File: src/rtl/hdmi_period_scheduler.sv
// hdmi_period_scheduler: per-pixel HDMI period selection and data-island packet arbitration.
// Define HDMI_SCHED_RR_EN for round-robin among requesters 1..NUM_REQ-1 (index 0 stays strict priority).
module hdmi_period_scheduler #(
  parameter int NUM_REQ = 4,
  parameter int ISLAND_START_X = 10,
  parameter int MAX_PACKETS = 18,
  parameter int CTRL_MIN = 12,
  localparam int SW = (NUM_REQ > 1) ? $clog2(NUM_REQ) : 1
) (
  input  logic               clk_pix,
  input  logic               rst_in,
  input  logic [9:0]         cx,
  input  logic [9:0]         cy,
  input  logic [9:0]         screen_start_x,
  input  logic [9:0]         screen_start_y,
  input  logic [NUM_REQ-1:0] req,
  output logic [2:0]         mode,
  output logic [SW-1:0]      pkt_sel,
  output logic [4:0]         pkt_cnt,
  output logic [NUM_REQ-1:0] grant
);
  typedef enum logic [2:0] {IDLE, DI_PRE, DI_LEAD, DI_DATA, DI_TRAIL} state_t;
  localparam int OVH = ISLAND_START_X + 22 + CTRL_MIN;
  state_t state_q, state_d;
  logic [2:0] cnt_q, cnt_d, mode_d, vmode;
  logic [4:0] pkt_cnt_d, npkt_q, npkt_d;
  logic [SW-1:0] pkt_sel_d, nsel_q, nsel_d, win;
  logic [NUM_REQ-1:0] grant_d;
  logic have_q, have_d, found, arb, ok;
  logic signed [11:0] room, nm, n_max;
  logic [10:0] x, s;
`ifdef HDMI_SCHED_RR_EN
  logic [SW-1:0] rr_q, rr_d;
  int idx;
`endif
  // Packets that fit in the blanking before the video preamble, leaving CTRL_MIN of control.
  always_comb begin
    room = $signed({2'b0, screen_start_x}) - 12'(OVH);
    nm = room >>> 5;
    n_max = (nm > $signed(12'(MAX_PACKETS))) ? $signed(12'(MAX_PACKETS)) : nm;
    ok = $signed({7'b0, npkt_q}) < n_max;
  end
  always_comb begin
    found = 1'b0;
    win = '0;
`ifdef HDMI_SCHED_RR_EN
    idx = 1;
    for (int k = NUM_REQ - 2; k >= 0; k--) begin
      idx = 1 + (int'(rr_q) - 1 + k) % (NUM_REQ - 1);
      if (req[idx]) begin
        found = 1'b1;
        win = SW'(idx);
      end
    end
    if (req[0]) begin
      found = 1'b1;
      win = '0;
    end
`else
    for (int i = NUM_REQ - 1; i >= 0; i--) begin
      if (req[i]) begin
        found = 1'b1;
        win = SW'(i);
      end
    end
`endif
    found = found && ok;
  end
  always_comb begin
    x = {1'b0, cx};
    s = {1'b0, screen_start_x};
    vmode = (cy < screen_start_y) ? 3'd0 : (x >= s) ? 3'd3 : (x + 11'd2 >= s) ? 3'd2 : (x + 11'd10 >= s) ? 3'd1 : 3'd0;
  end
  always_comb begin
    state_d = state_q;
    cnt_d = cnt_q + 3'd1;
    pkt_cnt_d = pkt_cnt;
    pkt_sel_d = pkt_sel;
    npkt_d = npkt_q;
    nsel_d = nsel_q;
    have_d = have_q;
    grant_d = '0;
    arb = 1'b0;
`ifdef HDMI_SCHED_RR_EN
    rr_d = rr_q;
`endif
    case (state_q)
      IDLE: begin
        cnt_d = '0;
        npkt_d = '0;
        if (cx == 10'(ISLAND_START_X) && |req && n_max > 12'sd0) state_d = DI_PRE;
      end
      DI_PRE: if (cnt_q == 3'd7) begin
        state_d = DI_LEAD;
        cnt_d = '0;
      end
      DI_LEAD: if (cnt_q == 3'd0) arb = 1'b1;
      else begin
        // A leading guard always opens one packet, even if nobody won.
        state_d = DI_DATA;
        pkt_cnt_d = '0;
        pkt_sel_d = nsel_q;
        npkt_d = npkt_q + 5'd1;
      end
      DI_DATA: begin
        pkt_cnt_d = pkt_cnt + 5'd1;
        arb = pkt_cnt == 5'd30;
        if (pkt_cnt == 5'd31) begin
          if (have_q) begin
            pkt_sel_d = nsel_q;
            npkt_d = npkt_q + 5'd1;
          end else begin
            state_d = DI_TRAIL;
            cnt_d = '0;
            pkt_cnt_d = pkt_cnt;
          end
        end
      end
      DI_TRAIL: if (cnt_q == 3'd1) state_d = IDLE;
      default: state_d = IDLE;
    endcase
    if (arb) begin
      have_d = found;
      if (found) begin
        nsel_d = win;
        grant_d = NUM_REQ'(1) << win;
`ifdef HDMI_SCHED_RR_EN
        if (win != '0) rr_d = (win == SW'(NUM_REQ - 1)) ? SW'(1) : win + SW'(1);
`endif
      end
    end
    mode_d = (state_q > DI_TRAIL) ? 3'd0 : (state_d == DI_PRE) ? 3'd4 :
             (state_d == DI_LEAD || state_d == DI_TRAIL) ? 3'd5 : (state_d == DI_DATA) ? 3'd6 : vmode;
  end
  always_ff @(posedge clk_pix or posedge rst_in) begin
    if (rst_in) begin
      state_q <= IDLE;
      cnt_q <= '0;
      npkt_q <= '0;
      nsel_q <= '0;
      have_q <= 1'b0;
      mode <= '0;
      pkt_sel <= '0;
      pkt_cnt <= '0;
      grant <= '0;
`ifdef HDMI_SCHED_RR_EN
      rr_q <= SW'(1);
`endif
    end else begin
      state_q <= state_d;
      cnt_q <= cnt_d;
      npkt_q <= npkt_d;
      nsel_q <= nsel_d;
      have_q <= have_d;
      mode <= mode_d;
      pkt_sel <= pkt_sel_d;
      pkt_cnt <= pkt_cnt_d;
      grant <= grant_d;
`ifdef HDMI_SCHED_RR_EN
      rr_q <= rr_d;
`endif
    end
  end
endmodule

File: config.mk
export PLATFORM = sky130hd
export DESIGN_NAME = hdmi_period_scheduler
export DESIGN_NICKNAME = d
export VERILOG_FILES = /design/src/rtl/hdmi_period_scheduler.sv
export SDC_FILE = /design/constraint.sdc
export NUM_CORES = 1
export LEC_CHECK = 0
export CORE_MARGIN = 2
export CORE_UTILIZATION = 45
export DETAILED_ROUTE_END_ITERATION = 10
export GPL_TIMING_DRIVEN = 0
export PLACE_DENSITY_LB_ADDON = 0.1
export SLEW_MARGIN = 30
export SYNTH_ARGS = -nofsm -noshare
export SYNTH_HDL_FRONTEND = slang
export SYNTH_SLANG_ARGS = --single-unit
File: constraint.sdc
create_clock -name clk_pix -period 3.85 [get_ports clk_pix]
set_clock_uncertainty 0.05 [all_clocks]
set_input_delay 0.9625 -clock clk_pix [delete_from_list [all_inputs] [get_ports clk_pix]]
set_output_delay 0.9625 -clock clk_pix [all_outputs]
set_load 0.02 [all_outputs]
==> out/qor.yml <==
outcome:
  outcome: "completed"
critical_path:
  path_cells: "clkdlybuf4s50_1 > and2_4 > nand3_1 > nor2_1 > xor2_1 > ha_1 > a21oi_1 > and3_1 > o21ai_0 > a41oi_1 > a211oi_2 > o22ai_1 > and3_1"
  worst-setup-path-type: "primary input to register"
  slowest_delay_ns: 0.56
  slowest_stage: "clkdlybuf4s50_1"
  cp.buffers_inverters: 1
  cp-end-kind: "register"
  crit_path_frequent_cell: "and3_1"
  worst-endpoint-arrival_ns: 3.73
  required_ns: 4.01
  path_max_fanout: 5
  startpoint_type: "primary input"
  critPathTopFamily: "compound AO/OA/AOI/OAI gates"
floorplan:
  die_h_um: 81.1
  std_cell_rows: 28
  core-area_mm2: 0.00585
  die_area_mm2: 0.00658
  die_width_um: 81.1
  top_level_ports: 60
  initial_core_util_pct: 45.8
grt:
  grt_pass1_wl_um: 9870
  grt_max_degree: 29
  grt_pass1_vias: 2255
  grt_overflow: 0
  grt_antenna_before_repair: 0
  grt.total_usage_pct: 18.9
routing:
  drtPass1Iterations: 4
  avgViaCountPerCell: 5.20
  drtIter0Drc: 56
  num_vias: 2288
  antenna_left: 0
  wl_per_cell_um: 12.8
  routed_wl_um: 5640
  drcViolationCount: 0
place:
  post-place-ws_ns: -0.204
  dpl_cell_area_mm2: 0.00336
  place.gp.congestion: 0.870
  placedCellCount: 440
  post-dp-hpwl_um: 4640
  port_buffers: 59
synth:
  synth_compound_area_share_pct: 15.0
  ys_seq_elements: 28
  synth_cells: 306
  ys_seq_area_share_pct: 26.2
  synth_area_per_cell_um2: 8.75
  synth_simple_gate_area_share_pct: 19.7
  ys_warn_count: 0
  syn_nets: 400
  synthMuxAreaShare_pct: 2.85
  synthArstFlopShare_pct: 100
  synthFlopType: "dfrtp_1"
  yosysUniqueCellTypes: 54
  synth_area_mm2: 0.00268
  synth_adder_area_share_pct: 22.4
  synth_top_family_by_area: "adder cells"
  synth_edf_count: 0
  synthXorXnorAreaFrac_pct: 7.20
timing:
  layout_setup_ws_ns: 0.278
  drv_slew: 0
  grt_setup_unrepaired: "false"
  slew_headroom_pct: 61.1
  finalSetupViolCount: 0
  worstMarginPinSlew_ns: 0.583
  period_needed_ns: 3.57
  hold_violations: 0
  fmax_mhz: 280
  finalCritPeriodShare_pct: 92.8
  tns_ns: 0
clocking:
  cts_resized: 0
  postCtsHoldBufs: 0
  insertion_delay_ns: 0.27
  numCtsBuffers: 3
  cts_root_buf: "clkbuf_8"
  clock_sink_count: 28
  clk_pin_slew_ns: 0.09
  cts_tree: "built"
  cts_setup_buffers: 0
  clockBufferDepth: 2
  htreeDepth: 1
power:
  switchingPower_uw: 203
  internal_power_uw: 485
  power.density_mw_per_mm2: 202
  share_comb_of_total_power_pct: 33.5
  vdd_drop_max_mv: 0.169
  switching_share_pct: 29.5
  p_leak_uw: 0.00160
  pwr-share-seq_pct: 43.5
  p_clk_share_pct: 23.0
cells_and_area:
  drive_gt1_share_pct: 6.03
  finalNonFillerCells: 440
  layout.nets: 461
  n_antenna_cell: 0
  areaGrowthSynthToFinish_pct: 27.1
  stdcell_area_mm2: 0.00340
hold_path:
  hold_class: "register to register"
job:
  maxCapViolCount: 0
path summary, 6_finish.rpt:
path	start	end	slack, ns	cells past startpoint
max in group asynchronous	rst_in	mode[2]	2.35	2
min in group asynchronous	rst_in	pkt_cnt[2]	1.01	2
setup reg to reg	pkt_cnt[1]	mode[1]	1.37	11
setup / recovery	cx[1]	mode[0]	0.28	13
hold / removal	cnt_q[0]	cnt_q[0]	0.44	1
hold reg to reg	cnt_q[0]	cnt_q[0]	0.44	1
layout by cell type, fill, tap and decap left out, types with 3 or more instances in the layout:
master and instances:
a21o_1 4, nand4_1 13, and3_1 5, nor4b_1 3, inv_1 32, o21ai_0 13
mux2_2 5, xnor2_1 10, ha_1 48, clkdlybuf4s50_1 59, nand3_1 7, nand2_1 13
nand2b_1 5, a21oi_1 19, xor2_1 12, buf_6 3, nor2b_1 7, dfrtp_1 28
nor4_1 3, clkbuf_8 3, nor2_1 26, nor3_1 5
power by group through the flow:
stage | Combinational (uW) | Sequential, uW | Clock (uW)
6_report | 230 | 299 | 158
5_1_grt | 263 | 300 | 172
4_1_cts | 230 | 300 | 167
3_5_place_dp | 228 | 305 | 0
3_3_place_gp | 224 | 305 | 0
2_1_floorplan | 130 | 310 | 0
cell usage after synthesis, types with 2 or more instances:
| cell type | number | area [um2] |
|---|---|---|
| a211oi_1 | 3 | 22.5 |
| a21o_1 | 4 | 30.0 |
| a21oi_1 | 19 | 95.1 |
| a41oi_1 | 2 | 17.5 |
| and3_1 | 5 | 31.3 |
| buf_6 | 3 | 33.8 |
| clkbuf_1 | 4 | 15.0 |
| dfrtp_1 | 28 | 701 |
| ha_1 | 48 | 601 |
| inv_1 | 33 | 124 |
| mux2_2 | 5 | 56.3 |
| mux2i_1 | 2 | 20.0 |
| nand2_1 | 13 | 48.8 |
| nand2b_1 | 5 | 31.3 |
| nand3_1 | 7 | 35.0 |
| nand4_1 | 13 | 81.3 |
| nor2_1 | 26 | 97.6 |
| nor2b_1 | 7 | 43.8 |
| nor3_1 | 5 | 25.0 |
| nor4_1 | 3 | 18.8 |
| nor4b_1 | 3 | 26.3 |
| o21ai_0 | 15 | 75.1 |
| o21bai_1 | 2 | 15.0 |
| xnor2_1 | 10 | 87.6 |
| xor2_1 | 12 | 105 |
kinds of logic (layout without fill, tap and decap cells):
kind of cell,Yosys count,count (layout)
muxes,7,7
adders and majority gates,48,48
DFF,28,28
xor gates and xnor gates,22,22
and+or+nand+nor,98,98
buffers and inverters,41,100
AOI/OAI and AO/OA,62,62
layer usage:
layer	part of all wire, %	global-route usage [%]	vias to the layer above
met4	0.34	2.54	0
li1	-	-	1211
met2	48	32.7	37
met1	48	25.7	1038
met3	3.4	2.44	2
met5	0	0	-
per-stage QoR:
| stage | util (%) | power (uW) | hold slack (ns) |
|---|---|---|---|
| floorplan | - | 439 | 0.410 |
| global placement | 57.5 | 529 | 0.433 |
| detailed placement | 57.5 | 534 | 0.433 |
| CTS | 58.2 | 696 | 0.447 |
| global route | 58.2 | 735 | 0.465 |
| finish | 58.2 | 688 | 0.445 |
flip-flops by register name, summed over array words and instances (netlist names):
signal,cells
npkt_q,5
pkt_cnt,5
have_q,1
mode,3
state_q,3
pkt_sel,2
grant,4
cnt_q,3
nsel_q,2
area by class of cell:
cell class | instances | area [um2]
clock buffer | 3 | 41.3
multi-input combinational | 237 | 1810
fill | 556 | 2450
buffer | 5 | 42.5
tap | 75 | 93.8
inverter | 33 | 124
sequential | 28 | 701
timing repair buffer | 59 | 591
Note: power is estimated with default switching activity, not from simulation.
